$ cat src/rtl/ace_snoop_responder.sv
// rtl/ace_snoop_responder.sv - ACE snoop responder: AC accept, dcache lookup/update, CR response and CD line stream.
module ace_snoop_responder #(
    parameter int AxiAddrWidth    = 64,
    parameter int AxiDataWidth    = 64,
    parameter int DcacheLineWidth = 128
) (
    input  logic                       clk_i,
    input  logic                       rst_i,
    input  logic                       ac_valid_i,
    output logic                       ac_ready_o,
    input  logic [AxiAddrWidth-1:0]    ac_addr_i,
    input  logic [3:0]                 ac_snoop_i,
    input  logic [2:0]                 ac_prot_i,
    output logic                       cr_valid_o,
    input  logic                       cr_ready_i,
    output logic [4:0]                 cr_resp_o,
    output logic                       cd_valid_o,
    input  logic                       cd_ready_i,
    output logic [AxiDataWidth-1:0]    cd_data_o,
    output logic                       cd_last_o,
    output logic                       lu_req_o,
    input  logic                       lu_gnt_i,
    output logic [AxiAddrWidth-1:0]    lu_addr_o,
    input  logic                       lu_valid_i,
    input  logic                       lu_hit_i,
    input  logic                       lu_dirty_i,
    input  logic                       lu_shared_i,
    input  logic [DcacheLineWidth-1:0] lu_data_i,
    output logic                       upd_req_o,
    input  logic                       upd_gnt_i,
    output logic [AxiAddrWidth-1:0]    upd_addr_o,
    output logic [1:0]                 upd_op_o
);

    localparam int Beats = DcacheLineWidth / AxiDataWidth;
    localparam int BeatW = (Beats > 1) ? $clog2(Beats) : 1;
    localparam logic [BeatW-1:0] LastBeat = BeatW'(Beats - 1);

    typedef enum logic [2:0] {
        IDLE, LOOKUP, WAIT_LU, UPDATE, SEND_CR, SEND_CD
    } state_e;

    state_e                     state_q, state_d;
    logic [AxiAddrWidth-1:0]    addr_q, addr_d;
    logic [3:0]                 snoop_q, snoop_d;
    logic [4:0]                 resp_q, resp_d;
    logic [1:0]                 op_q, op_d;
    logic [DcacheLineWidth-1:0] line_q, line_d;
    logic [BeatW-1:0]           beat_q, beat_d;
    logic [6:0]                 hit_dec;
    logic                       unused_prot;

    assign unused_prot = ^ac_prot_i;

    function automatic logic is_supported(input logic [3:0] sn);
        case (sn)
            4'b0000, 4'b0001, 4'b0010, 4'b0011,
            4'b0111, 4'b1001, 4'b1000, 4'b1101: is_supported = 1'b1;
            default:                           is_supported = 1'b0;
        endcase
    endfunction

    // Returns {op[1:0], resp[4:0]} for a hit; resp = {WasUnique, IsShared, PassDirty, Error, DataTransfer}.
    function automatic logic [6:0] decode_hit(input logic [3:0] sn, input logic d, input logic sh);
        logic [1:0] op;
        logic       dt, is, pd;
        op = 2'd0; dt = 1'b0; is = 1'b0; pd = 1'b0;
        case (sn)
            4'b0000:                   begin dt = 1'b1; is = 1'b1; pd = 1'b0; op = 2'd0; end
            4'b0001, 4'b0010, 4'b0011: begin dt = 1'b1; is = 1'b1; pd = d;    op = 2'd1; end
            4'b0111, 4'b1001:          begin dt = 1'b1; is = 1'b0; pd = d;    op = 2'd2; end
            4'b1000:                   begin dt = d;    is = 1'b1; pd = d;    op = 2'd1; end
            4'b1101:                   begin dt = 1'b0; is = 1'b0; pd = 1'b0; op = 2'd2; end
            default:                   begin dt = 1'b0; is = 1'b0; pd = 1'b0; op = 2'd0; end
        endcase
        decode_hit = {op, ~sh, is, pd, 1'b0, dt};
    endfunction

    assign hit_dec = decode_hit(snoop_q, lu_dirty_i, lu_shared_i);

    always_comb begin
        state_d    = state_q;
        addr_d     = addr_q;
        snoop_d    = snoop_q;
        resp_d     = resp_q;
        op_d       = op_q;
        line_d     = line_q;
        beat_d     = beat_q;
        lu_req_o   = 1'b0;
        upd_req_o  = 1'b0;
        cr_valid_o = 1'b0;
        cd_valid_o = 1'b0;
        case (state_q)
            IDLE: begin
                if (ac_valid_i) begin
                    addr_d  = ac_addr_i;
                    snoop_d = ac_snoop_i;
                    resp_d  = 5'd0;
                    op_d    = 2'd0;
                    state_d = is_supported(ac_snoop_i) ? LOOKUP : SEND_CR;
                end
            end
            LOOKUP: begin
                lu_req_o = 1'b1;
                if (lu_gnt_i) state_d = WAIT_LU;
            end
            WAIT_LU: begin
                if (lu_valid_i) begin
                    if (lu_hit_i) begin
                        op_d   = hit_dec[6:5];
                        resp_d = hit_dec[4:0];
                        line_d = lu_data_i;
                    end else begin
                        op_d   = 2'd0;
                        resp_d = 5'd0;
                    end
                    state_d = (op_d == 2'd0) ? SEND_CR : UPDATE;
                end
            end
            UPDATE: begin
                upd_req_o = 1'b1;
                if (upd_gnt_i) state_d = SEND_CR;
            end
            SEND_CR: begin
                cr_valid_o = 1'b1;
                if (cr_ready_i) state_d = resp_q[0] ? SEND_CD : IDLE;
            end
            SEND_CD: begin
                cd_valid_o = 1'b1;
                if (cd_ready_i) begin
                    if (beat_q == LastBeat) begin
                        beat_d  = '0;
                        state_d = IDLE;
                    end else begin
                        beat_d = beat_q + BeatW'(1);
                    end
                end
            end
            default: state_d = IDLE;
        endcase
    end

    always_ff @(posedge clk_i or posedge rst_i) begin
        if (rst_i) begin
            state_q <= IDLE;
            addr_q  <= '0;
            snoop_q <= '0;
            resp_q  <= '0;
            op_q    <= '0;
            line_q  <= '0;
            beat_q  <= '0;
        end else begin
            state_q <= state_d;
            addr_q  <= addr_d;
            snoop_q <= snoop_d;
            resp_q  <= resp_d;
            op_q    <= op_d;
            line_q  <= line_d;
            beat_q  <= beat_d;
        end
    end

    // Gated with rst_i so the port stays low while reset is held, even though IDLE is the reset state.
    assign ac_ready_o = (state_q == IDLE) && !rst_i;
    assign cr_resp_o  = resp_q;
    assign cd_data_o  = line_q[int'(beat_q)*AxiDataWidth +: AxiDataWidth];
    assign cd_last_o  = cd_valid_o && (beat_q == LastBeat);
    assign lu_addr_o  = addr_q;
    assign upd_addr_o = addr_q;
    assign upd_op_o   = op_q;

endmodule

$ cat config.mk
export PLATFORM = sky130hd
export DESIGN_NAME = ace_snoop_responder
export DESIGN_NICKNAME = d
export VERILOG_FILES = /design/src/rtl/ace_snoop_responder.sv
export SDC_FILE = /design/constraint.sdc
export NUM_CORES = 1
export LEC_CHECK = 0
export BUFFER_PORTS_ARGS = -buffer_cell sky130_fd_sc_hd__buf_4
export CAP_MARGIN = 5
export CORE_AREA = 2 2 160 162
export DETAILED_ROUTE_END_ITERATION = 7
export DIE_AREA = 0 0 162 164
export HOLD_SLACK_MARGIN = 0.15
export PLACE_DENSITY = 0.74
export SYNTH_ARGS = -nofsm -noshare
export SYNTH_HDL_FRONTEND = slang
export SYNTH_SLANG_ARGS = --single-unit
$ cat constraint.sdc
create_clock -name clk_i -period 9.45 [get_ports clk_i]
set_clock_uncertainty 0.1 [all_clocks]
set_input_delay 1.89 -clock clk_i [delete_from_list [all_inputs] [get_ports clk_i]]
set_output_delay 1.89 -clock clk_i [all_outputs]
set_load 0.01 [all_outputs]
==> impl_metrics.env, run 1 <==
export IMPL_status="complete, no violations"
export IMPL_drc_errors=0
export IMPL_swShare=0.3406
export IMPL_seq_power_share=0.346
export IMPL_fmax_mhz=229.5
export IMPL_cp_required_ns=7.46
export IMPL_syn_num_nets=1113
export IMPL_p_leak_nw=6.825
export IMPL_design_area_um2=12960
export IMPL_ctsLongestPathBuffers=3
export IMPL_p_switching_mw=1.528
export IMPL_first_pass_iters=4
export IMPL_pwr_density_cell_nw_per_um2=346.2
export IMPL_path_cells="buf_4 -> nor4_1 -> buf_4"
export IMPL_postCtsHoldBufs=0
export IMPL_wl_per_cell_um=16.73
export IMPL_drive_above_1_share=0.4596
export IMPL_layout_commonest_cell="buf_4"
export IMPL_crit_path_frequent_cell="buf_4"
export IMPL_rsz0062_at_grt="no"
export IMPL_fin_crit_ns=4.357
export IMPL_seq_area_um2=5156
export IMPL_drt_initial_drc_count=283
export IMPL_cts_tree="done"
export IMPL_cts_sinks=206
export IMPL_globalRouteOverflowTotal=0
export IMPL_grt_pass1_vias=7202
export IMPL_final_max_slew_viol_count=0
export IMPL_p_int_mw=2.958
export IMPL_num_vias=7252
export IMPL_routed_wl_um=26460
export IMPL_layout_common_cells="buf_4, nand2_1, dfrtp_1"
export IMPL_grt_pass1_wl_um=39960
export IMPL_ioPinCount=415
export IMPL_clk_latency_ns=0.50
export IMPL_dpl_hpwl_um=18780
export IMPL_hp_class="reg2reg"
export IMPL_gr_usage_all_layers=0.1898
export IMPL_yosys_warnings=0
export IMPL_arrival_ns=2.37
export IMPL_cts_clk_slew_worst_paths_ns=0.06
export IMPL_cp_end_kind="output port"
export IMPL_postCtsSetupBuffers=0
export IMPL_postSynthCellCount=903
export IMPL_setup_viol_count_final=0
export IMPL_ant_nets=0
export IMPL_fin_crit_sh=0.4611
export IMPL_dpl_cell_area_um2=12090
export IMPL_numCtsBuffers=24
export IMPL_relSlewSlack=0.3293
export IMPL_fp_coreArea_um2=24820
export IMPL_grt_max_degree=130
export IMPL_clockPowerShare=0.225
export IMPL_worstHoldPathCells=2
export IMPL_fillers=2261
export IMPL_synthDistinctLibCells=39
export IMPL_die_area_um2=26570
export IMPL_crit_slowest_cell="nor4_1"
export IMPL_critPathLaunchType="input pin"
export IMPL_cap_violations=0
export IMPL_via_per_inst=4.584
export IMPL_nNetsFinal=1445
export IMPL_synth_seq_cells=206
export IMPL_place_gp_congestion=0.7870
export IMPL_slowest_delay_ns=0.17
export IMPL_ys_seq_area_frac=0.5564
export IMPL_worst_setup_path_type="in2out"
export IMPL_io_buffers=410
export IMPL_tightest_slew_ns=1.006
export IMPL_row_count=58
export IMPL_antenna_found_initial=2
export IMPL_die_w_um=162
export IMPL_vdd_drop_max_mv=0.2102
export IMPL_cts_root_buffer="clkbuf_16"
export IMPL_multi_input_area_um2=3362
export IMPL_syn_area_um2=9265
export IMPL_start_util=0.3733
export IMPL_cts_max_level=1
export IMPL_cts_resized=0
export IMPL_critPathMaxFanout=2
export IMPL_die_h_um=164
export IMPL_fin_setup_tns_ns=0
export IMPL_syn_to_final_growth_pct=39.87
export IMPL_avgSynthCellArea_um2=10.26
export IMPL_comb_power_share=0.429
export IMPL_finalHoldViolations=0
export IMPL_reg2reg_depth=6
per-layer routing:
layer / global-route usage / vias up / wire (um)
met5: 0 / - / 13
met4: 0.05149 / 2 / 577
met3: 0.06793 / 34 / 2683
met2: 0.3315 / 270 / 13120
met1: 0.2213 / 3450 / 10060
li1: - / 3496 / -
power groups by stage:
stage,Combinational [mW],Clock [mW],Sequential [mW]
3_3_place_gp,1.92,0,1.55
3_5_place_dp,1.94,0,1.57
6_report,1.93,1.01,1.55
4_1_cts,1.95,1.04,1.56
5_1_grt,2.08,1.08,1.60
2_1_floorplan,1.14,0,1.54
synthesized netlist by cell type, drive strengths merged:
cell type / count / area [um2]
inv: 5 / 18.77
nor3b: 1 / 12.51
a31oi: 1 / 6.260
nand2b: 7 / 43.79
mux2: 134 / 1509
o21a: 1 / 7.510
conb: 1 / 3.750
o2111ai: 1 / 8.760
nor3: 1 / 5.000
o221ai: 1 / 8.760
buf: 105 / 713.2
a21oi: 2 / 10.01
a22o: 1 / 8.760
o32ai: 1 / 8.760
xnor2: 1 / 8.760
or2: 1 / 6.260
o211ai: 1 / 7.510
mux2i: 1 / 10.01
nor4: 1 / 6.260
a32o: 2 / 20.02
nor4b: 1 / 23.77
clkbuf: 6 / 22.52
nand2: 392 / 1471
and2: 2 / 12.51
nand4: 1 / 6.260
a211oi: 1 / 7.510
mux4: 1 / 22.52
o21ai: 8 / 40.03
and3: 1 / 6.260
nand3: 4 / 20.02
nor2b: 4 / 25.02
nor2: 6 / 22.52
dfrtp: 206 / 5155
or3: 1 / 6.260
critical path: cells and delay by family:
kind | cells | cell delay (ns)
simple gates | 1 | 0.17
buf+inv | 2 | 0.30
path summary, 6_finish.rpt:
kind | from | to | slack [ns]
worst max-delay path | rst_i | ac_ready_o | 5.09
worst min-delay path | line_q[92] | line_q[92] | 0.37
worst max register to register | state_q[2] | cr_resp_o[2] | 6.48
worst min register to register | line_q[92] | line_q[92] | 0.37
max in group asynchronous | rst_i | line_q[34] | 6.12
min in group asynchronous | rst_i | line_q[89] | 1.44
flip-flops by register name, summed over array words and instances (netlist names):
register   flops
lu_addr_o     64
beat_q         1
state_q        3
line_q       128
cr_resp_o      4
snoop_q        4
upd_op_o       2
final cells by class:
class	instances	share of cell area
Sequential cell	206	0.3979
Multi-Input combinational cell	581	0.2594
Timing Repair Buffer	417	0.2416
Clock buffer	33	0.05368
Tap cell	330	0.03186
Clock inverter	9	0.01332
Inverter	5	0.002028
Antenna cell	1	0.0001931
cell families after synthesis:
family,synth area share
DFF,0.5564
muxes,0.1664
AOI/OAI and AO/OA,0.01445
and+or+nand+nor,0.1800
buffers and inverters,0.08143
other,0.0004047
xor gates and xnor gates,0.0009455
per-stage QoR:
stage / power, mW / setup WS [ns] / hold WS [ns] / utilization / std cells
after global routing: 4.762 / 5.038 / 0.3795 / 0.5221 / 1582
after detailed placement: 3.511 / 5.083 / 0.3568 / 0.4870 / 1539
after CTS: 4.550 / 5.083 / 0.3711 / 0.5220 / 1581
final: 4.486 / 5.093 / 0.3657 / 0.5221 / 1582
after global placement: 3.468 / 5.080 / 0.3515 / 0.4870 / 1539
after floorplan: 2.676 / 1.836 / 0.3401 / - / 903
Power figures use the tool's default switching activity.
==> run 2: changes to the inputs <==
--- a/config.mk
+++ b/config.mk
@@ -5,6 +5,7 @@
 export SDC_FILE = /design/constraint.sdc
 export NUM_CORES = 1
 export LEC_CHECK = 0
+export ABC_AREA = 1
 export BUFFER_PORTS_ARGS = -buffer_cell sky130_fd_sc_hd__buf_4
 export CAP_MARGIN = 5
 export CORE_AREA = 2 2 160 162
==> constraint.sdc (replaced) <==
create_clock -name clk_i -period 4.1 [get_ports clk_i]
set_clock_uncertainty 0.1 [all_clocks]
set_input_delay 0.82 -clock clk_i [delete_from_list [all_inputs] [get_ports clk_i]]
set_output_delay 0.82 -clock clk_i [all_outputs]
set_load 0.01 [all_outputs]
==> run 2 against run 1 <==
Compared with the run above:
- first-iteration DRC count rose by 72%
- clock-buffer cell count rose by 5
- final cell count rose by 8.8%
- worst hold slack improved by 0.010 ns
- utilization fell by 0.16 points
- sequential cell count did not move
- worst setup slack got worse by 4.3 ns
- synthesized cell count rose by 16%
- critical path depth rose by 1
- global-route usage rose by 0.46 points
==> impl_metrics.env, run 2 <==
export IMPL_ioPinCount=415
export IMPL_tightest_slew_ns=1.102
export IMPL_arrival_ns=2.38
export IMPL_p_leak_nw=6.968
export IMPL_power_mw=10.20
export IMPL_path_cells="inv_1 -> nand2_1 -> nand2_1 -> buf_4"
export IMPL_cts_clk_slew_worst_paths_ns=0.06
export IMPL_synthFlopType="dfrtp_1"
export IMPL_status="complete, no violations"
export IMPL_r2r_start="state_q[2]"
export IMPL_cp_end_kind="output port"
export IMPL_largest_reg_flops=128
export IMPL_comb_power_share=0.437
export IMPL_synth_top_area_share=0.5562
export IMPL_syn_area_um2=9268
export IMPL_worstReg2RegEnd="line_q[34]"
export IMPL_dpl_hpwl_um=19620
export IMPL_syn_to_final_growth_pct=39.39
export IMPL_postSynthCellCount=1044
export IMPL_cts_sinks=206
export IMPL_worst_setup_path_type="reg2out"
export IMPL_ys_top_cells_by_area="dfrtp_1, nand2_1, mux2_2"
export IMPL_hp_class="reg2reg"
export IMPL_whs_ns=0.3757
export IMPL_globalRouteOverflowTotal=0
export IMPL_setup_viol_count_final=0
export IMPL_cts_root_buffer="clkbuf_16"
export IMPL_cp_required_ns=3.18
export IMPL_num_vias=7824
export IMPL_reg2reg_depth=6
export IMPL_crit_path_frequent_cell="nand2_1"
export IMPL_grt_pass1_wl_um=41060
export IMPL_gr_usage_all_layers=0.1943
export IMPL_wl_per_cell_um=15.79
export IMPL_postCtsSetupBuffers=0
export IMPL_cts_resized=0
export IMPL_ant_nets=0
export IMPL_utilization=0.5205
export IMPL_vdd_drop_max_mv=0.3667
export IMPL_nNetsFinal=1584
export IMPL_cap_violations=0
export IMPL_path_depth=4
export IMPL_drt_initial_drc_count=488
export IMPL_r2r_slack_ns=1.74
export IMPL_synthArstFlopShare=1.000
export IMPL_synth_most_common_cell="nand2_1"
export IMPL_finalHoldViolations=0
export IMPL_die_h_um=164
export IMPL_pwr_density_cell_nw_per_um2=789.8
export IMPL_ctsLongestPathBuffers=3
export IMPL_synth_edf_count=0
export IMPL_avgSynthCellArea_um2=8.877
export IMPL_top_register="line_q"
export IMPL_critPathMaxFanout=31
export IMPL_fin_setup_tns_ns=0
export IMPL_synthTopCellsByCount="nand2_1, dfrtp_1, buf_4"
export IMPL_diodes=0
export IMPL_yosys_warnings=0
export IMPL_io_buffers=410
export IMPL_cts_tree="done"
export IMPL_antenna_found_initial=0
export IMPL_clk_latency_ns=0.51
export IMPL_cts_max_level=1
export IMPL_fin_crit_sh=0.8059
export IMPL_fin_crit_ns=3.304
export IMPL_fmax_mhz=302.7
export IMPL_startpoint="beat_q"
export IMPL_start_util=0.3734
export IMPL_via_per_inst=4.546
export IMPL_hp_start="line_q[81]"
export IMPL_slowest_delay_ns=0.84
export IMPL_grt_max_degree=87
export IMPL_first_pass_iters=5
export IMPL_hold_end="line_q[81]"
export IMPL_p_switching_mw=3.709
export IMPL_drc_errors=0
export IMPL_die_w_um=162
export IMPL_synth_top_area_cell="dfrtp_1"
export IMPL_final_max_slew_viol_count=0
export IMPL_layout_commonest_cell="nand2_1"
export IMPL_row_count=58
export IMPL_clockPowerShare=0.211
export IMPL_p_int_mw=6.495
export IMPL_seq_power_share=0.352
export IMPL_critPathLaunchType="register"
export IMPL_critPathTopFamily="buffers and inverters"
export IMPL_postCtsHoldBufs=0
export IMPL_relSlewSlack=0.2644
export IMPL_fp_coreArea_um2=24820
export IMPL_syn_num_nets=1254
export IMPL_worstHoldPathCells=2
export IMPL_die_area_um2=26570
export IMPL_grt_pass1_vias=7641
export IMPL_layout_common_cells="nand2_1, buf_4, dfrtp_1"
export IMPL_drive_above_1_share=0.3781
export IMPL_crit_buf_inv=2
export IMPL_routed_wl_um=27180
export IMPL_swShare=0.3635
export IMPL_synth_seq_cells=206
export IMPL_rsz0062_at_grt="no"
export IMPL_place_gp_congestion=0.8800
export IMPL_numCtsBuffers=24
export IMPL_crit_slowest_cell="inv_1"
export IMPL_ys_seq_area_frac=0.5562
export IMPL_synthDistinctLibCells=24
[run 2: changes by cell type after synthesis, moves of 12 or more]
cell	before	now
buf_2	30	13
mux2_2	114	64
mux2_1	20	0
o21ai_1	1	28
inv_1	5	53
o21ai_0	7	52
nor2_1	6	18
nand2_1	392	482
[run 2: through the flow]
stage	setup slack [ns]	cells	area (um2)
floorplan	0.5077	1044	9271
global placement	1.319	1678	12120
detailed placement	1.275	1678	12120
CTS	0.7435	1721	12920
global route	0.6626	1721	12920
finish	0.7959	1721	12920
[run 2: cells by family after synthesis]
logic type,Yosys count,share of synthesized area
AO/OA/AOI/OAI,86,0.04644
XOR/XNOR,1,0.0009452
buffers and inverters,169,0.1050
flip-flops,206,0.5562
multiplexers,64,0.07776
other,1,0.0004046
AND/OR/NAND/NOR,517,0.2132
[run 2: worst max path at each step]
stage | to
floorplan | beat_q
global placement | cd_data_o[27]
detailed placement | cd_data_o[27]
CTS | cd_data_o[27]
global route | cd_data_o[9]
finish | cd_data_o[27]
[run 2: layout make-up]
type,count,area [um2]
clock buffers,38,724.4
repair buffers,418,3188
flip-flops and latches,206,5159
well taps,330,412.9
clock inverters,5,77.57
fillers,2326,11900
inverters,55,212.7
multi-input cells,669,3144
[run 2: worst reg2reg max path, cell delays in order, from the launching register on]
cell	delay, ns
dfrtp_1	0.46
nor3_2	0.28
and2_1	0.23
nand2_4	0.14
inv_4	0.18
buf_4	0.59
o21ai_0	0.23
[run 2: per-layer routing]
metal / vias to the layer above / track usage / wire length [um]
met5: - / 0 / 0
met4: 0 / 0.05632 / 726
met3: 39 / 0.05530 / 2281
met2: 311 / 0.3439 / 13620
met1: 3652 / 0.2306 / 10560
li1: 3822 / - / -
[run 2: power groups by stage]
stage	Clock, mW	Combinational (mW)	Sequential, mW
after CTS	2.22	4.52	3.60
after floorplan	0	2.51	3.57
final	2.15	4.45	3.60
after global routing	2.30	4.85	3.71
after global placement	0	4.43	3.59
after detailed placement	0	4.49	3.62
